`src/rtl/bin2bcd_seq.sv`:
```
// rtl/bin2bcd_seq.sv - iterative double-dabble binary to packed BCD, one shift per clock
// Optional BCD_AUTO_EN: start a conversion automatically whenever bin differs from the last accepted value.
module bin2bcd_seq #(
  parameter int IN_W  = 16,
  parameter int NDIG  = 5,
  parameter int CNT_W = 5
) (
  input  logic              CLK1,
  input  logic              arst,
  input  logic [IN_W-1:0]   bin,
  input  logic              start,
  output logic              busy,
  output logic              done,
  output logic [4*NDIG-1:0] bcd,
  output logic [15:0]       text,
  output logic              ovf
);

  typedef enum logic [1:0] {IDLE, SHIFT, DONE} state_t;

  state_t            state_q, state_d;
  logic [IN_W-1:0]   sh_q, sh_d;
  logic [4*NDIG-1:0] scr_q, scr_d;
  logic [CNT_W-1:0]  cnt_q, cnt_d;
  logic [4*NDIG-1:0] bcd_q, bcd_d;
  logic              ovf_q, ovf_d;
  logic              done_q, done_d;
  logic [4*NDIG-1:0] adj;
  logic              req;

`ifdef BCD_AUTO_EN
  logic [IN_W-1:0]   last_bin_q, last_bin_d;
  assign req = start | (bin != last_bin_q);
`else
  assign req = start;
`endif

  always_comb begin
    state_d = state_q;
    sh_d    = sh_q;
    scr_d   = scr_q;
    cnt_d   = cnt_q;
    bcd_d   = bcd_q;
    ovf_d   = ovf_q;
    done_d  = 1'b0;
`ifdef BCD_AUTO_EN
    last_bin_d = last_bin_q;
`endif
    // Digits >= 5 get +3 so the following shift carries correctly into the next digit.
    adj = scr_q;
    for (int i = 0; i < NDIG; i++) begin
      if (scr_q[4*i +: 4] >= 4'd5) adj[4*i +: 4] = scr_q[4*i +: 4] + 4'd3;
    end
    case (state_q)
      IDLE: begin
        if (req) begin
          sh_d    = bin;
          scr_d   = '0;
          cnt_d   = CNT_W'(IN_W);
          state_d = SHIFT;
`ifdef BCD_AUTO_EN
          last_bin_d = bin;
`endif
        end
      end
      SHIFT: begin
        {scr_d, sh_d} = {adj, sh_q} << 1;
        cnt_d = cnt_q - 1'b1;
        if (cnt_q == CNT_W'(1)) state_d = DONE;
      end
      DONE: begin
        bcd_d   = scr_q;
        ovf_d   = (scr_q >> 16) != '0;
        done_d  = 1'b1;
        state_d = IDLE;
      end
      default: state_d = IDLE;
    endcase
  end

  always_ff @(posedge CLK1) begin
    if (arst) begin
      state_q <= IDLE;
      sh_q    <= '0;
      scr_q   <= '0;
      cnt_q   <= '0;
      bcd_q   <= '0;
      ovf_q   <= 1'b0;
      done_q  <= 1'b0;
`ifdef BCD_AUTO_EN
      last_bin_q <= '0;
`endif
    end else begin
      state_q <= state_d;
      sh_q    <= sh_d;
      scr_q   <= scr_d;
      cnt_q   <= cnt_d;
      bcd_q   <= bcd_d;
      ovf_q   <= ovf_d;
      done_q  <= done_d;
`ifdef BCD_AUTO_EN
      last_bin_q <= last_bin_d;
`endif
    end
  end

  assign busy = (state_q != IDLE);
  assign done = done_q;
  assign bcd  = bcd_q;
  assign text = bcd_q[15:0];
  assign ovf  = ovf_q;

endmodule

```
`config.mk`:
```
export PLATFORM = sky130hd
export DESIGN_NAME = bin2bcd_seq
export DESIGN_NICKNAME = d
export VERILOG_FILES = /design/src/rtl/bin2bcd_seq.sv
export SDC_FILE = /design/constraint.sdc
export NUM_CORES = 1
export LEC_CHECK = 0
export CAP_MARGIN = 20
export CORE_ASPECT_RATIO = 0.75
export CORE_MARGIN = 5
export CORE_UTILIZATION = 40
export CTS_CLUSTER_DIAMETER = 120
export CTS_CLUSTER_SIZE = 12
export DETAILED_ROUTE_END_ITERATION = 8
export GPL_TIMING_DRIVEN = 0
export PLACE_DENSITY = 0.66
export SETUP_SLACK_MARGIN = 0.2
export SYNTH_ARGS = -nofsm -noshare
export SYNTH_HDL_FRONTEND = slang
export SYNTH_SLANG_ARGS = --single-unit
```
`constraint.sdc`:
```
create_clock -name CLK1 -period 1.7 [get_ports CLK1]
set_clock_uncertainty 0.2 [all_clocks]
set_input_delay 0.34 -clock CLK1 [delete_from_list [all_inputs] [get_ports CLK1]]
set_output_delay 0.34 -clock CLK1 [all_outputs]
set_load 0.02 [all_outputs]
```
Yosys cells after proc, flatten, opt, wreduce, memory -nomap -nowiden --
Cells that the tools add are included.
Word-level totals: register bits after elaboration 65, output and inout bits 39, input port bits 19, logic and storage cells 44
Cells by class: muxes and demuxes 15, equal/unequal tests 5, add/sub/neg operators 6, magnitude comparators 5, reduce and logical (&&, ||, !) cells 6
Operator list (count):
- $pmux W20 S2 | 1
- $pmux W16 S2 | 1
- $ge A4 B3 Y1 const B | 5
- $mux W20 | 1
- $reduce_bool A20 Y1 | 1
- $add A4 B2 Y4 const B | 4
- $mux W16 | 1
- $mux W4 | 4
- $pmux W5 S2 | 1
- $eq A5 B1 Y1 const B | 1
- $mux W5 | 1
- $sub A5 B1 Y5 const B | 1
- $mux W2 | 2
- $ne A2 B2 Y1 const B | 2
- $pmux W2 S2 | 1
- $reduce_and A2 Y1 | 2
- $reduce_bool A2 Y1 | 2
- $add A3 B2 Y3 const B | 1
- $mux W3 | 1
- $eq A2 B1 Y1 const B | 1
- $eq A2 B2 Y1 const B | 1
- $logic_not A2 Y1 | 1
- $mux W1 | 1

Depth between registers and ports, before layout --
Gate-level depths: netlist of run 1.
word-level depth 3, mapped depth 6, mapped depth without buffers 6

Least setup slack after synthesis of run 1 --
OpenSTA, ideal clock, no wires.
path type reg-to-reg, start register scr_q[9], end register scr_q[10], arrival time 1.250 ns, period minus slack after synthesis 1.567 ns, buffers on the path 0, setup time 0.117 ns, data required time 1.383 ns, setup slack 0.133 ns, cell stages (with the launch flop) 7, cells stage by stage dfxtp_1 inv_1 ha_1 nand2b_1 a21oi_1 mux2i_1 a22o_1
On the way: longest elaborated chain between the ends 3, elaborated cells between the ends (all ways) 4, those cells by class add/sub (1); order compare (1); mux (2)
Ends and longest elaborated chain:
- start: declaration | RTL line 23 | logic [4*NDIG-1:0] scr_q, scr_d;
- start signal: assignment | RTL line 96 | scr_q <= scr_d;
- $add A4 B2 Y4 / $ge A4 B3 Y1 (equally long branches) | RTL line 52 | if (scr_q[4*i +: 4] >= 4'd5) adj[4*i +: 4] = scr_q[4*i +: 4] + 4'd3;
- $mux W4 (*) | RTL line 52
- $pmux W20 S2 (*) | RTL line 54 | case (state_q)
Every way passes the cells marked *; elsewhere a longest branch is shown, timed or not. A chain may end at the register's enable or synchronous reset.

Final worst setup path of run 1 --
start register state_q[0], end output busy
On the way: longest elaborated chain between the ends 1
Ends and longest elaborated chain:
- start: declaration | RTL line 21 | state_t state_q, state_d;
- start signal: assignment | RTL line 94 | state_q <= state_d;
- $reduce_bool A2 Y1 | RTL line 107 | assign busy = (state_q != IDLE);
- end: declaration | RTL line 12 | output logic busy,
No other way between the ends.

==> results of run 1 <==
layout make-up:
cell class                 count  share of cell area (%)
sequential                    65                    29.6
clock buffer                  10                    3.01
tap                          105                    2.88
clock inverter                 4                   0.986
buffer                        39                    7.12
timing repair buffer          77                    15.0
inverter                      14                    1.37
multi-input combinational    269                    40.1
registers in the layout, summed over array words and instances, names as in the netlist:
signal and cells:
state_q 2, done 1, scr_q 20, bcd 20, ovf 1, cnt_q 5
sh_q 16
cell usage after synthesis (7+ instances only):
master / count / area, um2
a21oi_1: 49 / 245
a22o_1: 14 / 123
buf_2: 7 / 35.0
buf_4: 20 / 150
dfxtp_1: 65 / 1300
ha_1: 13 / 163
inv_1: 14 / 52.6
nand2_1: 41 / 154
nor2_1: 60 / 225
nor2b_1: 15 / 93.8
nor3_1: 21 / 105
o21ai_0: 9 / 45.0
metal layers:
layer,track usage [%],share of wire [%]
met1,19.8,47
met2,26.4,47
met3,5.35,5.2
met4,4.26,0.79
met5,0,0
final timing paths:
path / end / cells after the start / startpoint
max: busy / 3 / state_q[0]
min: sh_q[1] / 4 / start
max reg2reg: scr_q[15] / 7 / state_q[0]
min reg2reg: bcd[16] / 2 / bcd[16]
critical path: stages, from the launching register on:
cell     delay [ns]
dfxtp_2        0.33
buf_6          0.11
or2_4          0.25
buf_6          0.13
stage by stage:
step,cell area [um2],setup WS (ns)
after floorplan,3190,0.208
after global placement,3870,-0.225
after detailed placement,3870,-0.234
after CTS,4160,-0.0102
after global routing,4570,-0.0348
final,4570,-0.00331
logic make-up (layout without fill, tap and decap cells):
family	Yosys count	count (layout)	share of synthesized area [%]
and+or+nand+nor	159	159	23.1
xor gates and xnor gates	9	9	2.49
AOI/OAI and AO/OA	81	81	15.5
adders and majority gates	13	13	5.14
DFF	65	65	41.1
buffers and inverters	53	144	10.4
muxes	7	7	2.29
where the power goes:
group,switching [W],internal [W],total (W)
sequential,0.0000381,0.00157,0.00161
combinational,0.000240,0.000243,0.000484
clock,0.000568,0.000693,0.00126
what timing repair did:
| action | in CTS | in global routing |
|---|---|---|
| endpoints found under the setup margin | 67 | 78 |
| gates resized for setup | 203 | 112 |
| setup buffers | 12 | 6 |
| cloned | 0 | 4 |
| pin swaps | 9 | 30 |
==> results by stage, run 1 <==
Status:
- The run finished, with violations left.
- The final reports fail on setup timing.

Synth:
- The mean area per synthesized cell is 8.18 um2.
- The number of unique standard cell types used by synthesis is 36.
- Counting flops and latches in the post-synthesis netlist gives 65.
- The synthesized design contains 0 enable-type register cells.
- The instance count of the mapped netlist is 387.
- Counting every net in the synthesized netlist gives 419.
- The Yosys step of the flow raised 0 warnings.
- For this run, asynchronously set or reset flops after synthesis account for 0%.
- The main flop type after synthesis is dfxtp_1.
- Of the synthesized area, sequential elements account for 41.1%.
- The post-synthesis instance area is 3170 um2.

STA:
- The final max-slew violation count is 0.
- Setup violations remaining at the end of the flow were counted as 1.
- Across all setup checks in the final design, the least slack found is -0.00331 ns.
- On the final layout, the worst hold slack is 0.201 ns.
- The final cycle utilization of the critical path is 100%.
- The number of failing hold endpoints at the final stage came to 0.
- Setup total negative slack on the finished layout was measured at -0.00331 ns.
- Setup repair after global routing could not meet its margin everywhere.
- Based on the critical path, the design can be clocked at up to 587 MHz.
- Headroom to the max-slew limit came out at 62.2%.
- For the pin with the worst max-slew slack, the measured transition is 0.566 ns.
- The worst path in the final design needs a cycle of 1.70 ns, including I/O delays and setup.

Die:
- The vertical die dimension is 87.1 um.
- The area of the core is 7810 um2.
- The number of ports placed on the die boundary is 58.
- From left edge to right edge, the die measures 113 um.
- The floorplan has 28 rows.
- The initial core utilization is 40.5%.
- The floorplan step defined a die boundary enclosing 9810 um2.

Routing:
- The number of nets still failing antenna checks after routing is 0.
- After detailed routing, the number of remaining DRC violations is 0.
- In the final routed layout, each cell accounts on average for 13.9 um.
- The average vias per placed instance is 4.91.
- The number of iterations in the first detailed-routing pass is 4.
- The initial detailed-routing violation count is 135.
- The aggregate routed wire length is 8110 um.
- The detailed router placed 2865 vias in this run.

Setup path:
- The path type of the worst setup path is reg -> out.
- The largest fanout of any net on the critical path is 2.
- Data on the critical path is required at its endpoint by 1.16 ns.
- The arrival time at the worst endpoint is 1.16 ns.
- The worst setup path is captured at an output pin.
- The slack of the worst reg-to-reg path is 0.13 ns.
- The critical path launch point type is a register.

Clock tree:
- The number of sinks driven by the clock tree is 65.
- The cell chosen for the clock root is clkbuf_8.
- The clock passes through at most 2 buffers.
- The clock tree synthesis step divided the H-tree into 3 levels.
- The TritonCTS buffer count is 9.
- TritonCTS built the clock tree.
- The clock input transition at the sequential cells of the worst setup and hold paths is 0.07 ns.
- Buffers inserted to repair hold after CTS numbered 0.
- The clock latency of the later-clocked register in the worst-skew pair is 0.34 ns.

Power and ir drop:
- The total power is 0.00335 W.
- VDD sags by at most 380 uV.
- In this run the static leakage power is 1.91 nW.
- The cell area power density is 734 nW/um2.

Global route:
- For this run, the total global-route usage over all layers was measured as 15.9%.
- The number of antenna violations at the first check in global routing was 0.
- Entering global routing, the biggest net connects 11 pins.
- The via count of the first global-routing pass is 2669.
- The wire length of the first global-routing pass is 12500 um.
- The total overflow left after global routing is 0.

Worst hold path:
- The worst hold-check path type is in -> reg.

Placement:
- The congestion estimate from routability-driven global placement came to 0.830.
- Port buffering added 55 buffers.
- Once detailed placement completed, the half-perimeter wirelength came to 5270 um.
- Including well taps, the total number of placed cells is 547.

Cells and area:
- The final cell count without fillers is 583.
- The core utilization of the finished layout is 58.5%.
- For this run, the post-layout net count is 507.
- The area overhead of the layout relative to synthesis is 44.2%.
- The number of antenna diodes in the final layout is 0.
- In the final layout, the multi-input gates occupy 1830 um2.
- In the layout the commonest cells are nor2_1, a21oi_1, nand2_1, dfxtp_1, buf_6.
- The library cell used most frequently in the layout, excluding fill and tap cells, is nor2_1.
- The sequential cells in the finished layout cover a total of 1350 um2.
- The fill cell instance count of the final layout is 700.
- Of the cells placed in the final design, the portion with a size suffix greater than 1 is 40.2%.

Job:
- The max-capacitance violation count is 0.
Power figures use the tool's default switching activity.
==> inputs of run 2 (changes only) <==
--- a/config.mk
+++ b/config.mk
@@ -15,6 +15,7 @@
 export GPL_TIMING_DRIVEN = 0
 export PLACE_DENSITY = 0.66
 export SETUP_SLACK_MARGIN = 0.2
+export SLEW_MARGIN = 10
 export SYNTH_ARGS = -nofsm -noshare
 export SYNTH_HDL_FRONTEND = slang
 export SYNTH_SLANG_ARGS = --single-unit
==> results of run 2 <==
The final DEF is identical to that of run 1; final timing and power are the same.
